`src/rtl/wam_pkg.sv`:
```
// wam_pkg: shared constants and lane state encoding for the whack-a-mole responder.
package wam_pkg;
   localparam int N_HOLES      = 8;
   localparam int DB_LIMIT_DEF = 100000;
   localparam int LOCK_CYC_DEF = 50000000;
   localparam int KILL_TO_DEF  = 1000000;
   typedef enum logic [1:0] {
      ST_IDLE = 2'd0,
      ST_UP   = 2'd1,
      ST_KILL = 2'd2,
      ST_LOCK = 2'd3
   } lane_st_e;
   function automatic int max_i(input int a, input int b);
      return (a > b) ? a : b;
   endfunction
endpackage

```
`src/rtl/wam_deb.sv`:
```
// wam_deb: one lane's synchroniser, debouncer, prime bit and whack strobe.
// The first settled level after reset is adopted silently so a switch left up never scores.
module wam_deb #(
   parameter int DB_LIMIT = wam_pkg::DB_LIMIT_DEF
) (
   input  logic clk,
   input  logic clr,
   input  logic sw_i,
   output logic whack_o
);
   localparam int CW = $clog2(DB_LIMIT + 1);
   logic          s1_q, s2_q;
   logic          acc_q, acc_d;
   logic          prime_q, prime_d;
   logic          whack_q, whack_d;
   logic [CW-1:0] cnt_q, cnt_d;
   logic          diff, done;
   assign diff = s2_q != acc_q;
   assign done = cnt_q == CW'(DB_LIMIT - 1);
   // Unprimed: follow the level and count stability; primed: count how long it differs.
   always_comb begin
      acc_d   = (diff && (!prime_q || done)) ? s2_q : acc_q;
      prime_d = prime_q | (!diff & done);
      whack_d = prime_q & diff & done;
      cnt_d   = (done || (diff ^ prime_q)) ? '0 : cnt_q + CW'(1);
   end
   always_ff @(posedge clk or posedge clr) begin
      if (clr) begin
         s1_q    <= 1'b0;
         s2_q    <= 1'b0;
         acc_q   <= 1'b0;
         prime_q <= 1'b0;
         whack_q <= 1'b0;
         cnt_q   <= '0;
      end else begin
         s1_q    <= sw_i;
         s2_q    <= s1_q;
         acc_q   <= acc_d;
         prime_q <= prime_d;
         whack_q <= whack_d;
         cnt_q   <= cnt_d;
      end
   end
   assign whack_o = whack_q;
endmodule

```
`src/rtl/wam_whk.sv`:
```
// wam_whk: responder side of the mole handshake; classifies each whack as hit or miss
// and holds kill until the generator drops the mole or the kill timeout expires.
module wam_whk #(
   parameter int N_HOLES  = wam_pkg::N_HOLES,
   parameter int DB_LIMIT = wam_pkg::DB_LIMIT_DEF,
   parameter int LOCK_CYC = wam_pkg::LOCK_CYC_DEF,
   parameter int KILL_TO  = wam_pkg::KILL_TO_DEF
) (
   input  logic               clk,
   input  logic               clr,
   input  logic [N_HOLES-1:0] sw,
   input  logic [N_HOLES-1:0] holes,
   output logic [N_HOLES-1:0] kill,
   output logic [N_HOLES-1:0] hit,
   output logic [N_HOLES-1:0] miss,
   output logic [N_HOLES-1:0] busy
);
   import wam_pkg::*;
   localparam int TW = $clog2(max_i(LOCK_CYC, KILL_TO) + 1);
   lane_st_e           st_q  [N_HOLES];
   logic [TW-1:0]      tmr_q [N_HOLES];
   logic [N_HOLES-1:0] whack;
   logic [N_HOLES-1:0] kill_q, hit_q, miss_q, busy_q;
   for (genvar g = 0; g < N_HOLES; g++) begin : g_deb
      wam_deb #(.DB_LIMIT(DB_LIMIT)) u_deb (
         .clk    (clk),
         .clr    (clr),
         .sw_i   (sw[g]),
         .whack_o(whack[g])
      );
   end
   // Timer saturates at all-ones; every state entry reloads it to zero.
   always_ff @(posedge clk or posedge clr) begin
      if (clr) begin
         kill_q <= '0;
         hit_q  <= '0;
         miss_q <= '0;
         busy_q <= '0;
         for (int i = 0; i < N_HOLES; i++) begin
            st_q[i]  <= ST_IDLE;
            tmr_q[i] <= '0;
         end
      end else begin
         hit_q  <= '0;
         miss_q <= '0;
         for (int i = 0; i < N_HOLES; i++) begin
            if (tmr_q[i] != '1) tmr_q[i] <= tmr_q[i] + TW'(1);
            case (st_q[i])
               ST_IDLE: begin
                  if (whack[i]) begin
                     tmr_q[i]  <= '0;
                     busy_q[i] <= 1'b1;
                     if (holes[i]) begin
                        hit_q[i]  <= 1'b1;
                        kill_q[i] <= 1'b1;
                        st_q[i]   <= ST_KILL;
                     end else begin
                        miss_q[i] <= 1'b1;
                        st_q[i]   <= ST_LOCK;
                     end
                  end else if (holes[i]) begin
                     tmr_q[i] <= '0;
                     st_q[i]  <= ST_UP;
                  end
               end
               ST_UP: begin
                  if (whack[i]) begin
                     tmr_q[i]  <= '0;
                     busy_q[i] <= 1'b1;
                     hit_q[i]  <= 1'b1;
                     kill_q[i] <= 1'b1;
                     st_q[i]   <= ST_KILL;
                  end else if (!holes[i]) begin
                     tmr_q[i] <= '0;
                     st_q[i]  <= ST_IDLE;
                  end
               end
               ST_KILL: begin
                  if (!holes[i] || tmr_q[i] == TW'(KILL_TO - 1)) begin
                     tmr_q[i]  <= '0;
                     kill_q[i] <= 1'b0;
                     busy_q[i] <= 1'b0;
                     st_q[i]   <= ST_IDLE;
                  end
               end
               ST_LOCK: begin
                  if (tmr_q[i] == TW'(LOCK_CYC - 1)) begin
                     tmr_q[i]  <= '0;
                     busy_q[i] <= 1'b0;
                     st_q[i]   <= holes[i] ? ST_UP : ST_IDLE;
                  end
               end
            endcase
         end
      end
   end
   assign kill = kill_q;
   assign hit  = hit_q;
   assign miss = miss_q;
   assign busy = busy_q;
endmodule

```
`config.mk`:
```
export PLATFORM = sky130hd
export DESIGN_NAME = wam_whk
export DESIGN_NICKNAME = d
export VERILOG_FILES = /design/src/rtl/wam_pkg.sv /design/src/rtl/wam_deb.sv /design/src/rtl/wam_whk.sv
export SDC_FILE = /design/constraint.sdc
export NUM_CORES = 1
export LEC_CHECK = 0
export CAP_MARGIN = 20
export CORE_MARGIN = 2
export CORE_UTILIZATION = 66
export DETAILED_ROUTE_END_ITERATION = 12
export DONT_BUFFER_PORTS = 1
export GPL_TIMING_DRIVEN = 0
export PLACE_DENSITY_LB_ADDON = 0.12
export SYNTH_ARGS = -nofsm -noshare
export SYNTH_HDL_FRONTEND = slang
export SYNTH_SLANG_ARGS = --single-unit
export TNS_END_PERCENT = 30
```
`constraint.sdc`:
```
create_clock -name clk -period 30.7 [get_ports clk]
set_input_delay 3.07 -clock clk [delete_from_list [all_inputs] [get_ports clk]]
set_output_delay 3.07 -clock clk [all_outputs]
set_load 0.02 [all_outputs]
```
==> run metrics <==
status=complete, no violations; CTS Root Cell=clkbuf_16; clock buffer depth=3; CP required=roughly 31 ns; worst vdd ir=~50 uV; biggest regs=tmr_q: 208 flops, g_deb.u_deb.cnt_q: 136 flops, st_q: 16 flops; DIE HEIGHT=roughly 190 um; Netlist cell types=75; H-tree depth=2; P_leak=between 10 and 15 nW; hold buffers post-CTS=0; P&R area growth vs syn=10.4%; setup TNS=0 ns; vias=17300; # rows=67; largest area contributor in the netlist=dfrtp_1; Synth Register Bits=432; Worst Hold Class=reg -> reg; critical path launch point type=primary input; later-pin clock latency in the skew report=0.57 ns; Placeable Area=between 30000 and 40000 um^2; post-synthesis cell area=22100 um^2; fin crit period=roughly 4.5 ns; area fraction of the dominant cell type after synthesis=48.9%; max-cap violation count=0; post-route setup slack=between 20 and 30 ns; WHS=around 0.35 ns; Avg Cell Area, Syn=about 9.5 um^2; Initial Utilization=66.4%; CTS tree=built; Placer Congestion=0.918; buffers added on ports=0; final-stage net count=around 2400; buffer count from post-CTS setup fixing=0; Ys Warns=0; Tightest Pin Transition=between 1 and 1.5 ns; Die Span X=about 190 um; CTS Buf Count=between 40 and 50; f_max=224 MHz; Synth Area in Compound Gates=under 10%; # fillers=around 2400; Net Count, Synth=~2400; First DRT Iteration DRCs=about 1100; Detail Route Antenna Nets=0; global-route wire length before repair=about 78000 um; Max FO, Critical Path=approximately 130; pre-CTS setup slack=roughly 26 ns; register area share after synthesis=roughly half; Synth Area in Simple Gates=between 20% and 30%; mux share of post-synthesis cell area=approximately 1.1%; routed vias/inst=6.05; number of synthesized flops with an enable pin=0; share of cells above drive strength 1=around 6.6%; largest net degree at the start of global routing=132; final core utilization=roughly 73%; vias in the first global route=approximately 17000; top post-synthesis cells by area=dfrtp_1 (49%), nor2_1 (6.2%), xnor2_1 (5.9%); Fin. Hold Viols=0; Syn Inst Count=between 2000 and 2500; Worst EP arrival=about 5.1 ns; IO Count=50; Slew headroom=between 20% and 30%; Clock Skews=0.00861 ns; PD cells=52.0 nW/um^2; hpwl dp=30000 um; Die ar.=around 35000 um^2; largest family of logic cells by synthesized area=simple AND/OR/NAND/NOR gates; global route total overflow=0; fin crit share=~15%; initial antenna violation count=2; final WL=roughly 45000 um; Crit Path Category=in -> async; Max Slew Vio Count=0; Final Power=about 1.3 mW; Post-Synth Adder-Cell Area=between 1 and 1.5%; DRC Markers=0; ys async rst share=between 90% and 100%; total global-route track usage=a little over a quarter; unrepaired setup endpoints after global routing=no; Setup Viol. Count Final=0; post-synthesis xor/xnor area fraction=a little over a tenth; number of flip-flops in the largest register=around 210; Reg clk slew, reported paths=0.06 ns; first drt pass iteration count=5; Reg with most FFs=tmr_q; TritonCTS Sinks=around 430; post-cts resize count=0; crit end category=asynchronous set/reset pin; average wire per standard cell=roughly 16 um; ys flop type=dfrtp_1
==> worst paths after layout <==
| path | startpoint | endpoint | slack (ns) | cells past startpoint |
|---|---|---|---|---|
| max | clr | g_deb[0].u_deb.s1_q$_DFF_PP0_ | 26.23 | 4 |
| min | g_deb[0].u_deb.s1_q$_DFF_PP0_ | g_deb[0].u_deb.s2_q$_DFF_PP0_ | 0.35 | 0 |
| max reg2reg | tmr_q[167]$_DFF_PP0_ | tmr_q[163]$_DFF_PP0_ | 27.90 | 6 |
| min reg2reg | g_deb[0].u_deb.s1_q$_DFF_PP0_ | g_deb[0].u_deb.s2_q$_DFF_PP0_ | 0.35 | 0 |
| max in group clk | kill[0]$_DFFE_PP0P_ | kill[0] | 26.51 | 0 |
| min in group asynchronous | clr | hit[1]$_DFF_PP0_ | 2.54 | 1 |
==> placed cells by master (no fill, tap or decap), drive strengths merged, types with 60 or more instances in the layout <==
master	synthesis	layout
nor3	102	102
clkbuf	59	129
nor4	60	60
nand3	117	117
xor2	113	113
xnor2	150	150
dfrtp	432	432
a21oi	92	92
nand2	171	171
nand4	106	106
nor2	370	370
==> where the power goes <==
part           internal, mW  switching, mW
Combinational        0.0254         0.0524
Clock                 0.366          0.223
Sequential            0.585         0.0175
Total                 0.976          0.293
==> cell type report <==
type	count	area (um^2)	area share, %
Sequential cell	432	10800	44.3
Multi-Input combinational cell	1762	10700	43.9
Clock buffer	68	1450	5.93
Tap cell	448	561	2.30
Buffer	85	402	1.65
Clock inverter	12	191	0.785
Inverter	49	191	0.785
Timing Repair Buffer	5	92.6	0.379
Antenna cell	1	2.50	0.0103
==> metal layers <==
metal | GRT usage (%) | vias to the layer above | wire length [um]
met5 | 0 | - | 13
met4 | 9.55 | 2 | 1080
met3 | 4.26 | 86 | 2160
met2 | 43.1 | 395 | 21700
met1 | 35.5 | 8408 | 20000
li1 | - | 8419 | -
==> logic make-up (layout without fill, tap and decap cells) <==
group | count (synthesis) | in the layout
flip-flops | 432 | 432
other | 0 | 1
adder cells (fa/ha/maj) | 24 | 24
multiplexers | 23 | 23
XOR/XNOR | 263 | 263
buffers and inverters | 134 | 219
AND/OR/NAND/NOR | 1169 | 1169
AO/OA/AOI/OAI | 283 | 283
==> cell usage after synthesis (4+ instances only) <==
cell       number
nand4_1       106
nor3_1        101
nor4b_1        11
nor3b_1         4
mux2_2          8
xnor2_1       150
o21ai_0        41
o211ai_1       15
dfrtp_1       432
and3_1         41
nand3b_1        5
ha_1           24
o2111ai_1       8
o31ai_1        21
a211oi_1       39
and4b_1         9
clkbuf_1       59
nand2b_1       16
nor2_1        367
or3b_2          4
a21o_1         13
or4bb_1         4
nand2_1       171
or2_2          21
buf_2          19
or3_1          27
inv_1          49
and4_1         33
nand3_1       117
xor2_1        113
or4_1          28
and2_1         21
a21oi_1        92
mux2i_1        15
a31oi_1         6
nor2b_1         8
nand4b_1        5
o21a_1          4
a2111oi_0       6
nor4_1         56
==> critical path: stages <==
cell,delay (ns)
inv_8,0.55
buf_16,0.40
buf_16,0.48
buf_16,0.44
==> through the flow <==
step | instance area, um^2 | cells
after floorplan | 22100 | 2328
after detailed placement | 22700 | 2779
after global placement | 22700 | 2776
after CTS | 24400 | 2859
after global routing | 24400 | 2862
final | 24400 | 2862
(Power assumes the default switching activity.)
